## src/rtl/stopwatch_ctrl_if.sv

```systemverilog
// Signal bundle between the stopwatch control FSM and its environment (buttons, tick divider, datapath).
// The control block uses the master modport; the environment side uses slave.
interface stopwatch_ctrl_if;
  logic       btn_pause;
  logic       btn_rst;
  logic       sw_adj;
  logic       sw_sel;
  logic       tick_1hz;
  logic       tick_2hz;
  logic       tick_blink;
  logic [5:0] sec_val;
  logic       hold;
  logic       clr;
  logic       inc_sec;
  logic       inc_min;
  logic       blank_sec;
  logic       blank_min;
  logic [1:0] state_o;

  modport master (
    input  btn_pause, btn_rst, sw_adj, sw_sel, tick_1hz, tick_2hz, tick_blink, sec_val,
    output hold, clr, inc_sec, inc_min, blank_sec, blank_min, state_o
  );

  modport slave (
    output btn_pause, btn_rst, sw_adj, sw_sel, tick_1hz, tick_2hz, tick_blink, sec_val,
    input  hold, clr, inc_sec, inc_min, blank_sec, blank_min, state_o
  );
endinterface

```

## src/rtl/stopwatch_ctrl.sv

```systemverilog
// Control FSM for the mm:ss stopwatch: button conditioning, run/pause/adjust sequencing,
// registered increment/clear pulses and adjust-mode digit blinking.
module stopwatch_ctrl #(
  parameter int DB_CYCLES = 500000,
  parameter int DB_W      = 20
) (
  input  logic              clk,
  input  logic              rst,
  stopwatch_ctrl_if.master  bus
);

  typedef enum logic [1:0] {
    ST_STOP  = 2'b00,
    ST_RUN   = 2'b01,
    ST_PAUSE = 2'b10,
    ST_ADJ   = 2'b11
  } state_t;

  state_t          r_state;
  state_t          w_state_nxt;
  logic [1:0]      r_btn_s1;
  logic [1:0]      r_btn_s2;
  logic [1:0]      r_btn_db;
  logic [1:0]      r_btn_db_d;
  logic [DB_W-1:0] r_db_cnt [2];
  logic [1:0]      r_adj_s;
  logic [1:0]      r_sel_s;
  logic            r_hold;
  logic            r_clr;
  logic            r_inc_sec;
  logic            r_inc_min;
  logic            r_phase;
  logic            r_blank_sec;
  logic            r_blank_min;

  logic [1:0]      w_btn_raw;
  logic [1:0]      w_press;
  logic            w_pause_ev;
  logic            w_clr_ev;
  logic            w_adj;
  logic            w_sel;
  logic            w_clr_nxt;
  logic            w_inc_sec_nxt;
  logic            w_inc_min_nxt;
  logic            w_phase_nxt;

  // Bit 0 is the pause button, bit 1 the clear button.
  assign w_btn_raw  = {bus.btn_rst, bus.btn_pause};
  assign w_press    = r_btn_db & ~r_btn_db_d;
  assign w_pause_ev = w_press[0];
  assign w_clr_ev   = w_press[1];
  assign w_adj      = r_adj_s[1];
  assign w_sel      = r_sel_s[1];

  always_ff @(posedge clk or negedge rst) begin
    if (!rst) begin
      r_btn_s1   <= '0;
      r_btn_s2   <= '0;
      r_btn_db   <= '0;
      r_btn_db_d <= '0;
      r_adj_s    <= '0;
      r_sel_s    <= '0;
      for (int i = 0; i < 2; i++) r_db_cnt[i] <= '0;
    end else begin
      r_btn_s1   <= w_btn_raw;
      r_btn_s2   <= r_btn_s1;
      r_btn_db_d <= r_btn_db;
      r_adj_s    <= {r_adj_s[0], bus.sw_adj};
      r_sel_s    <= {r_sel_s[0], bus.sw_sel};
      // A level is accepted only after DB_CYCLES consecutive differing samples.
      for (int i = 0; i < 2; i++) begin
        if (r_btn_s2[i] == r_btn_db[i]) begin
          r_db_cnt[i] <= '0;
        end else if (r_db_cnt[i] == DB_W'(DB_CYCLES - 1)) begin
          r_btn_db[i] <= r_btn_s2[i];
          r_db_cnt[i] <= '0;
        end else begin
          r_db_cnt[i] <= r_db_cnt[i] + 1'b1;
        end
      end
    end
  end

  always_comb begin
    w_state_nxt   = r_state;
    w_clr_nxt     = 1'b0;
    w_inc_sec_nxt = 1'b0;
    w_inc_min_nxt = 1'b0;
    w_phase_nxt   = 1'b0;

    // Clear press outranks an adjust-switch change, which outranks a pause press.
    case (r_state)
      ST_STOP: begin
        if (w_clr_ev)        w_clr_nxt   = 1'b1;
        else if (w_adj)      w_state_nxt = ST_ADJ;
        else if (w_pause_ev) w_state_nxt = ST_RUN;
      end
      ST_RUN, ST_PAUSE: begin
        if (w_clr_ev) begin
          w_state_nxt = ST_STOP;
          w_clr_nxt   = 1'b1;
        end else if (w_adj) begin
          w_state_nxt = ST_ADJ;
        end else if (w_pause_ev) begin
          w_state_nxt = (r_state == ST_RUN) ? ST_PAUSE : ST_RUN;
        end
      end
      ST_ADJ: begin
        if (w_clr_ev)   w_clr_nxt   = 1'b1;
        else if (!w_adj) w_state_nxt = ST_PAUSE;
      end
      default: w_state_nxt = ST_STOP;
    endcase

    // Ticks follow the rule of the state they arrive in and never coincide with a clear.
    if (!w_clr_nxt) begin
      if (r_state == ST_RUN) begin
        w_inc_sec_nxt = bus.tick_1hz;
        w_inc_min_nxt = bus.tick_1hz && (bus.sec_val == 6'd59);
      end else if (r_state == ST_ADJ && bus.tick_2hz) begin
        w_inc_sec_nxt = w_sel;
        w_inc_min_nxt = !w_sel;
      end
    end

    if (r_state == ST_ADJ && w_state_nxt == ST_ADJ) w_phase_nxt = r_phase ^ bus.tick_blink;
  end

  always_ff @(posedge clk or negedge rst) begin
    if (!rst) begin
      r_state     <= ST_STOP;
      r_hold      <= 1'b1;
      r_clr       <= 1'b0;
      r_inc_sec   <= 1'b0;
      r_inc_min   <= 1'b0;
      r_phase     <= 1'b0;
      r_blank_sec <= 1'b0;
      r_blank_min <= 1'b0;
    end else begin
      r_state     <= w_state_nxt;
      r_hold      <= (w_state_nxt != ST_RUN);
      r_clr       <= w_clr_nxt;
      r_inc_sec   <= w_inc_sec_nxt;
      r_inc_min   <= w_inc_min_nxt;
      r_phase     <= w_phase_nxt;
      r_blank_sec <= w_phase_nxt & w_sel;
      r_blank_min <= w_phase_nxt & ~w_sel;
    end
  end

  assign bus.state_o   = r_state;
  assign bus.hold      = r_hold;
  assign bus.clr       = r_clr;
  assign bus.inc_sec   = r_inc_sec;
  assign bus.inc_min   = r_inc_min;
  assign bus.blank_sec = r_blank_sec;
  assign bus.blank_min = r_blank_min;

endmodule

```

## src/flat_wrapper.sv

```systemverilog
// flat-port wrapper written by rule: the top's interface ports become plain ports
module stopwatch_ctrl_flat 
#(
  parameter int DB_CYCLES = 500000,
  parameter int DB_W      = 20
)
  (clk, rst, bus_btn_pause, bus_btn_rst, bus_sw_adj, bus_sw_sel, bus_tick_1hz, bus_tick_2hz, bus_tick_blink, bus_sec_val, bus_hold, bus_clr, bus_inc_sec, bus_inc_min, bus_blank_sec, bus_blank_min, bus_state_o);
  stopwatch_ctrl_if bus_i ();
  input  logic clk;
  input  logic rst;
  input wire logic [$bits(bus_i.btn_pause)-1:0] bus_btn_pause;
  input wire logic [$bits(bus_i.btn_rst)-1:0] bus_btn_rst;
  input wire logic [$bits(bus_i.sw_adj)-1:0] bus_sw_adj;
  input wire logic [$bits(bus_i.sw_sel)-1:0] bus_sw_sel;
  input wire logic [$bits(bus_i.tick_1hz)-1:0] bus_tick_1hz;
  input wire logic [$bits(bus_i.tick_2hz)-1:0] bus_tick_2hz;
  input wire logic [$bits(bus_i.tick_blink)-1:0] bus_tick_blink;
  input wire logic [$bits(bus_i.sec_val)-1:0] bus_sec_val;
  output wire logic [$bits(bus_i.hold)-1:0] bus_hold;
  output wire logic [$bits(bus_i.clr)-1:0] bus_clr;
  output wire logic [$bits(bus_i.inc_sec)-1:0] bus_inc_sec;
  output wire logic [$bits(bus_i.inc_min)-1:0] bus_inc_min;
  output wire logic [$bits(bus_i.blank_sec)-1:0] bus_blank_sec;
  output wire logic [$bits(bus_i.blank_min)-1:0] bus_blank_min;
  output wire logic [$bits(bus_i.state_o)-1:0] bus_state_o;
  assign bus_i.btn_pause = bus_btn_pause;
  assign bus_i.btn_rst = bus_btn_rst;
  assign bus_i.sw_adj = bus_sw_adj;
  assign bus_i.sw_sel = bus_sw_sel;
  assign bus_i.tick_1hz = bus_tick_1hz;
  assign bus_i.tick_2hz = bus_tick_2hz;
  assign bus_i.tick_blink = bus_tick_blink;
  assign bus_i.sec_val = bus_sec_val;
  assign bus_hold = bus_i.hold;
  assign bus_clr = bus_i.clr;
  assign bus_inc_sec = bus_i.inc_sec;
  assign bus_inc_min = bus_i.inc_min;
  assign bus_blank_sec = bus_i.blank_sec;
  assign bus_blank_min = bus_i.blank_min;
  assign bus_state_o = bus_i.state_o;
  stopwatch_ctrl #(.DB_CYCLES(DB_CYCLES), .DB_W(DB_W)) u_core (.clk(clk), .rst(rst), .bus(bus_i));
endmodule
```

## config.mk

```make
export PLATFORM = sky130hd
export DESIGN_NAME = stopwatch_ctrl_flat
export DESIGN_NICKNAME = d
export VERILOG_FILES = /design/src/rtl/stopwatch_ctrl_if.sv /design/src/rtl/stopwatch_ctrl.sv /design/src/flat_wrapper.sv
export SDC_FILE = /design/constraint.sdc
export NUM_CORES = 1
export LEC_CHECK = 0
export CAP_MARGIN = 25
export CORE_MARGIN = 4
export CORE_UTILIZATION = 57
export CTS_CLUSTER_DIAMETER = 80
export DETAILED_ROUTE_END_ITERATION = 12
export GPL_TIMING_DRIVEN = 0
export HOLD_SLACK_MARGIN = 0.06
export PLACE_DENSITY = 0.87
export SYNTH_ARGS = -nofsm -noshare
export SYNTH_HDL_FRONTEND = slang
export SYNTH_SLANG_ARGS = --single-unit
```

## constraint.sdc

```tcl
create_clock -name clk -period 2.1 [get_ports clk]
set_clock_uncertainty 0.1 [all_clocks]
set_input_delay 0.315 -clock clk [delete_from_list [all_inputs] [get_ports clk]]
set_output_delay 0.315 -clock clk [all_outputs]
set_load 0.03 [all_outputs]
```

==> results of run 1 <==
==> repair_timing <==
| action | 4_1_cts | 5_1_grt |
|---|---|---|
| resized for setup | 0 | 6 |
| endpoints found under the setup margin | 0 | 25 |
| hold buffers | 1 | 0 |
| setup buffers | 0 | 1 |
| endpoints found under the hold margin | 19 | 0 |
==> flip-flops by register name, indices dropped and copies added, names as in the netlist, 2 cells and up <==
register and count:
u_core.r_db_cnt 40, u_core.bus.state_o 2, u_core.r_adj_s 2, u_core.r_btn_db 2
u_core.r_btn_db_d 2, u_core.r_btn_s1 2, u_core.r_btn_s2 2, u_core.r_sel_s 2
==> worst min path at each step <==
| stage | from | endpoint |
|---|---|---|
| after floorplan | rst | u_core.bus.blank_min |
| after global placement | u_core.r_adj_s[0] | u_core.r_adj_s[1] |
| after detailed placement | rst | u_core.r_sel_s[1] |
| after CTS | u_core.r_btn_s1[0] | u_core.r_btn_s2[0] |
| after global routing | u_core.r_adj_s[0] | u_core.r_adj_s[1] |
| final | u_core.r_btn_s1[0] | u_core.r_btn_s2[0] |
==> cell families (layout without fill, tap and decap cells) <==
kind of cell	Yosys count	in the layout	share of synthesized area, %
flops	61	61	52.88
xor+xnor	30	30	9.095
buf+inv	16	57	2.209
fa+ha+maj	6	6	2.598
compound gates	29	29	6.323
mux	3	3	1.126
simple gates	133	133	25.77
==> area by class of cell <==
cell class                 instances  share of cell area, %
buffer                             6                 0.8419
clock buffer                      11                  4.429
clock inverter                     5                 0.7321
inverter                          10                  1.098
multi-input combinational        201                  38.36
sequential                        61                  44.69
tap                               67                  2.452
timing repair buffer              25                  7.394
==> power by group <==
part / leakage, nW / switching [mW] / internal (mW)
clock: 0.0986 / 0.433 / 0.481
sequential: 0.820 / 0.0522 / 1.24
combinational: 0.510 / 0.313 / 0.209
total: 1.43 / 0.799 / 1.93
==> routing by layer <==
layer  up-vias  part of all wire (%)  global-route usage [%]
met1      1096                    43                   25.84
li1       1071                     -                       -
met5         -                     0                       0
met4         0                   2.0                   11.51
met3        11                   4.5                   4.195
met2        71                    51                   36.28
==> critical path, cell delays in order (launching register included) <==
cell and delay, ns:
dfrtp_1 0.48, nand4_4 0.20, or4_4 0.60, or3_1 0.33
a21oi_1 0.17
==> synthesized netlist by cell type, types with 4 or more instances <==
library cell / number
a21oi_1: 9
and4_1: 4
dfrtp_1: 60
ha_1: 6
inv_1: 10
nand2_1: 13
nand3_1: 16
nand4_1: 11
nor2_1: 42
nor3_1: 8
nor4_1: 9
nor4b_1: 4
o21ai_0: 8
or3_1: 7
xnor2_1: 15
xor2_1: 15
==> stage by stage <==
| stage | cells | setup WS, ns | power (mW) |
|---|---|---|---|
| floorplan | 278 | 0.2349 | 1.625 |
| global placement | 367 | -1.237 | 1.797 |
| detailed placement | 368 | 0.06800 | 1.822 |
| CTS | 385 | 0.03442 | 2.745 |
| global route | 386 | 0.007667 | 2.878 |
| finish | 386 | 0.1358 | 2.727 |
==> flow_summary.json, run 1 <==
{
  "cp_max_fo": 9,
  "grt_pass1_wl_um": 10380,
  "layout_min_cycle_time_ns": 1.964,
  "gp_congestion": 0.8483,
  "cp.arrival_ns": 2.12,
  "hp-class": "flop to flop",
  "cts_tree": "built",
  "clkTransAtPathRegs_ns": 0.07,
  "ys_async_sr_fraction_pct": 100.0,
  "start_util_pct": 59.97,
  "wirelength_um": 5902,
  "critical_path_class": "flop to flop",
  "r2r_slack_ns": 0.14,
  "n_antenna_cell": 0,
  "die-area_mm2": 0.006272,
  "min_path_cells": 0,
  "startpoint_type": "flop",
  "tightest_slew_ns": 0.5673,
  "drt_iter0_drc": 197,
  "ys_warn_count": 0,
  "io_pins": 23,
  "drt-pass1-iter-count": 4,
  "design_area_mm2": 0.003418,
  "numCtsBuffers": 9,
  "layout_commonest_cell": "dfrtp_1",
  "grt_use_total_pct": 21.48,
  "startpoint": "u_core.r_db_cnt[6]",
  "dp_hpwl_um": 3886,
  "cts_htree_levels": 3,
  "grt_antenna_before_repair": 0,
  "synth_cells": 278,
  "layout_common_cells": "dfrtp_1, nor2_1, clkdlybuf4s50_1",
  "clock-sinks": 61,
  "critPathCaptureType": "flop",
  "required_ns": 2.26,
  "final_util_pct": 70.96,
  "reg2reg_from": "u_core.r_db_cnt[6]",
  "syn_nets": 299,
  "drive_above_1_share_pct": 11.29,
  "whs_ns": 0.2495,
  "crit_path_end": "u_core.r_db_cnt[17]",
  "setup_tns_ns": 0,
  "syn2layout_area_growth_pct": 18.32,
  "rsz0062_at_grt": "no",
  "p_per_area_mw_per_mm2": 797.7,
  "overflow": 0,
  "die-height_um": 79.20,
  "clk_latency_ns": 0.33,
  "status": "completed",
  "portBuffers": 22,
  "ys.flop_type": "dfrtp_1",
  "timing.final.crit_share_pct": 93.53,
  "netlist_top_cells_area": "dfrtp_1, nor2_1, xnor2_1, xor2_1, nand3_1",
  "synth_edf_count": 0,
  "seq_area_mm2": 0.001528,
  "multi_input_area_mm2": 0.001311,
  "ys_seq_area_share_pct": 52.88,
  "fmax_mhz": 509.1,
  "grt_pass1_vias": 2228,
  "die_w_um": 79.20,
  "synth.avg_cell_area_um2": 10.39,
  "drv_slew": 0,
  "relSlewSlack_pct": 62.06,
  "timing.rr.end": "u_core.r_db_cnt[17]",
  "fill_cells": 335,
  "rows": 25,
  "wl_per_cell_um": 15.29,
  "synth_area_leader_cell": "dfrtp_1",
  "syn_area_mm2": 0.002889,
  "cap_violations": 0,
  "setup_viol": 0,
  "num_vias": 2249,
  "reg2regPathDepth": 4,
  "drc": 0,
  "leakagePower_nw": 1.429,
  "viasPerCell": 5.826,
  "synth-seq-cells": 61,
  "vdd_drop_max_mv": 0.3819,
  "place_area_mm2": 0.003208,
  "grt_start_max_net_pins": 43,
  "drt.antenna.violating_nets": 0,
  "hold_viol_final": 0,
  "core_mm2": 0.004817,
  "clockBufferDepth": 2,
  "synth_cell_types": 43,
  "nets": 335,
  "synth_top_area_share_pct": 51.97,
  "clock-root-buffer": "clkbuf_8"
}
Power figures use the tool's default switching activity.
==> inputs of run 2 (changes only) <==
CTS_CLUSTER_DIAMETER = 120   (was 80)
REMOVE_ABC_BUFFERS = 1   (was default)
==> flow_summary.json, run 2 (synthesis results as in run 1) <==
{
  "tightest_slew_ns": 0.7079,
  "use_met2_pct": 34.68,
  "io_pins": 23,
  "nets": 333,
  "clk_latency_ns": 0.34,
  "critPathCaptureType": "flop",
  "layout_common_cells": "dfrtp_1, nor2_1, clkdlybuf4s50_1",
  "cts_htree_levels": 3,
  "internal-power_mw": 2.150,
  "grt_start_max_net_pins": 32,
  "fmax_mhz": 507.5,
  "clockBufferDepth": 2,
  "busiest_layer": "met2",
  "wl_per_cell_um": 15.59,
  "timing.final.crit_share_pct": 93.83,
  "overflow": 0,
  "startpoint_type": "flop",
  "clock-root-buffer": "clkbuf_8",
  "drive_above_1_share_pct": 11.36,
  "grt_use_total_pct": 21.51,
  "hp-class": "flop to flop",
  "status": "completed",
  "swShare_pct": 27.89,
  "vdd_drop_max_mv": 0.4628,
  "syn2layout_area_growth_pct": 20.70,
  "cp.arrival_ns": 2.13,
  "clkTransAtPathRegs_ns": 0.07,
  "numCtsBuffers": 9,
  "die-area_mm2": 0.006272,
  "n_antenna_cell": 0,
  "portBuffers": 22,
  "whs_ns": 0.2537,
  "drt-pass1-iter-count": 4,
  "num_vias": 2251,
  "drt_iter0_drc": 184,
  "clockPowerShare_pct": 38.7,
  "cts_tree": "built",
  "core_mm2": 0.004817,
  "power_frac_comb_pct": 18.0,
  "pwr-share-seq_pct": 43.3,
  "setup_viol": 0,
  "drc": 0,
  "leakagePower_nw": 1.441,
  "critical_path_class": "flop to flop",
  "drt.antenna.violating_nets": 0,
  "gp_congestion": 0.8941,
  "wirelength_um": 5987,
  "required_ns": 2.26,
  "rsz0062_at_grt": "no",
  "layout_commonest_cell": "dfrtp_1",
  "grtUsageMet3_pct": 4.535,
  "hold_viol_final": 0,
  "setup_tns_ns": 0,
  "die-height_um": 79.20,
  "start_util_pct": 59.97,
  "met1_usage_pct": 25.43,
  "grt_antenna_before_repair": 0,
  "grt_pass1_vias": 2205,
  "cp_max_fo": 7,
  "relSlewSlack_pct": 52.66,
  "largest_reg_flops": 40,
  "drv_slew": 0,
  "cap_violations": 0,
  "die_w_um": 79.20,
  "rows": 25,
  "p_sw_uw": 831.6,
  "viasPerCell": 5.862,
  "dp_hpwl_um": 3766,
  "final.setup.worst_slack_ns": 0.1296,
  "layout_min_cycle_time_ns": 1.970,
  "clock-sinks": 61,
  "dpl_worst_slack_ns": -0.2004,
  "regMostFlops": "u_core.r_db_cnt",
  "grt_pass1_wl_um": 10160,
  "p_per_area_mw_per_mm2": 855.0
}
run 2: metrics by stage:
step	power [mW]	std cells	cell area, µm²	util, %
6_report	2.982	384	3487	72.39
5_1_grt	3.121	384	3487	72.39
4_1_cts	2.995	380	3435	71.30
3_5_place_dp	1.813	363	3189	66.21
3_3_place_gp	1.795	361	3167	65.74
2_1_floorplan	1.623	272	2863	-
run 2: worst max-delay path, stage by stage (launching register included):
cell,delay (ns)
dfrtp_1,0.48
inv_1,0.08
ha_1,0.26
nor2_1,0.18
o2111ai_1,0.15
o211ai_1,0.25
or3b_1,0.40
run 2: layer usage:
metal	part of all wire [%]	routed length, µm	vias up
met5	0	0	-
met4	3.5	210	0
met3	6.2	372	17
met2	49	2933	99
met1	41	2470	1072
li1	-	-	1063
run 2: final cells by class:
cell class	count	area, µm²
inverter	10	37.54
fill	331	1330
multi-input combinational	201	1319
clock buffer	10	137.6
sequential	61	1528
timing repair buffer	29	295.3
clock inverter	6	86.33
tap	67	83.83
run 2: path summary, 6_finish.rpt:
| check | from | to | slack (ns) | cells after the start |
|---|---|---|---|---|
| setup / recovery | u_core.bus.state_o[0] | u_core.bus.hold | 0.13 | 6 |
| setup reg to reg | u_core.bus.state_o[0] | u_core.bus.hold | 0.13 | 6 |
| hold reg to reg | u_core.r_btn_s1[0] | u_core.r_btn_s2[0] | 0.25 | 0 |
| min in group asynchronous | rst | u_core.r_db_cnt[35] | 0.46 | 2 |
| hold / removal | u_core.r_btn_s1[0] | u_core.r_btn_s2[0] | 0.25 | 0 |
| max in group asynchronous | rst | u_core.r_db_cnt[30] | 0.82 | 3 |
run 2: repair_timing:
action                     in CTS  in global routing
setup endpoints to repair      26                 20
pin swaps                       0                  2
gates resized for setup         2                  2
setup buffers                   0                  4
hold endpoints to repair       29                  0
hold buffers                    1                  0
run 2: power groups by stage:
| stage | combinational (mW) | clock, mW | sequential [mW] |
|---|---|---|---|
| detailed placement | 0.502 | 0 | 1.31 |
| global route | 0.582 | 1.24 | 1.30 |
| CTS | 0.528 | 1.18 | 1.29 |
| floorplan | 0.249 | 0 | 1.37 |
| global placement | 0.484 | 0 | 1.31 |
| finish | 0.538 | 1.15 | 1.29 |
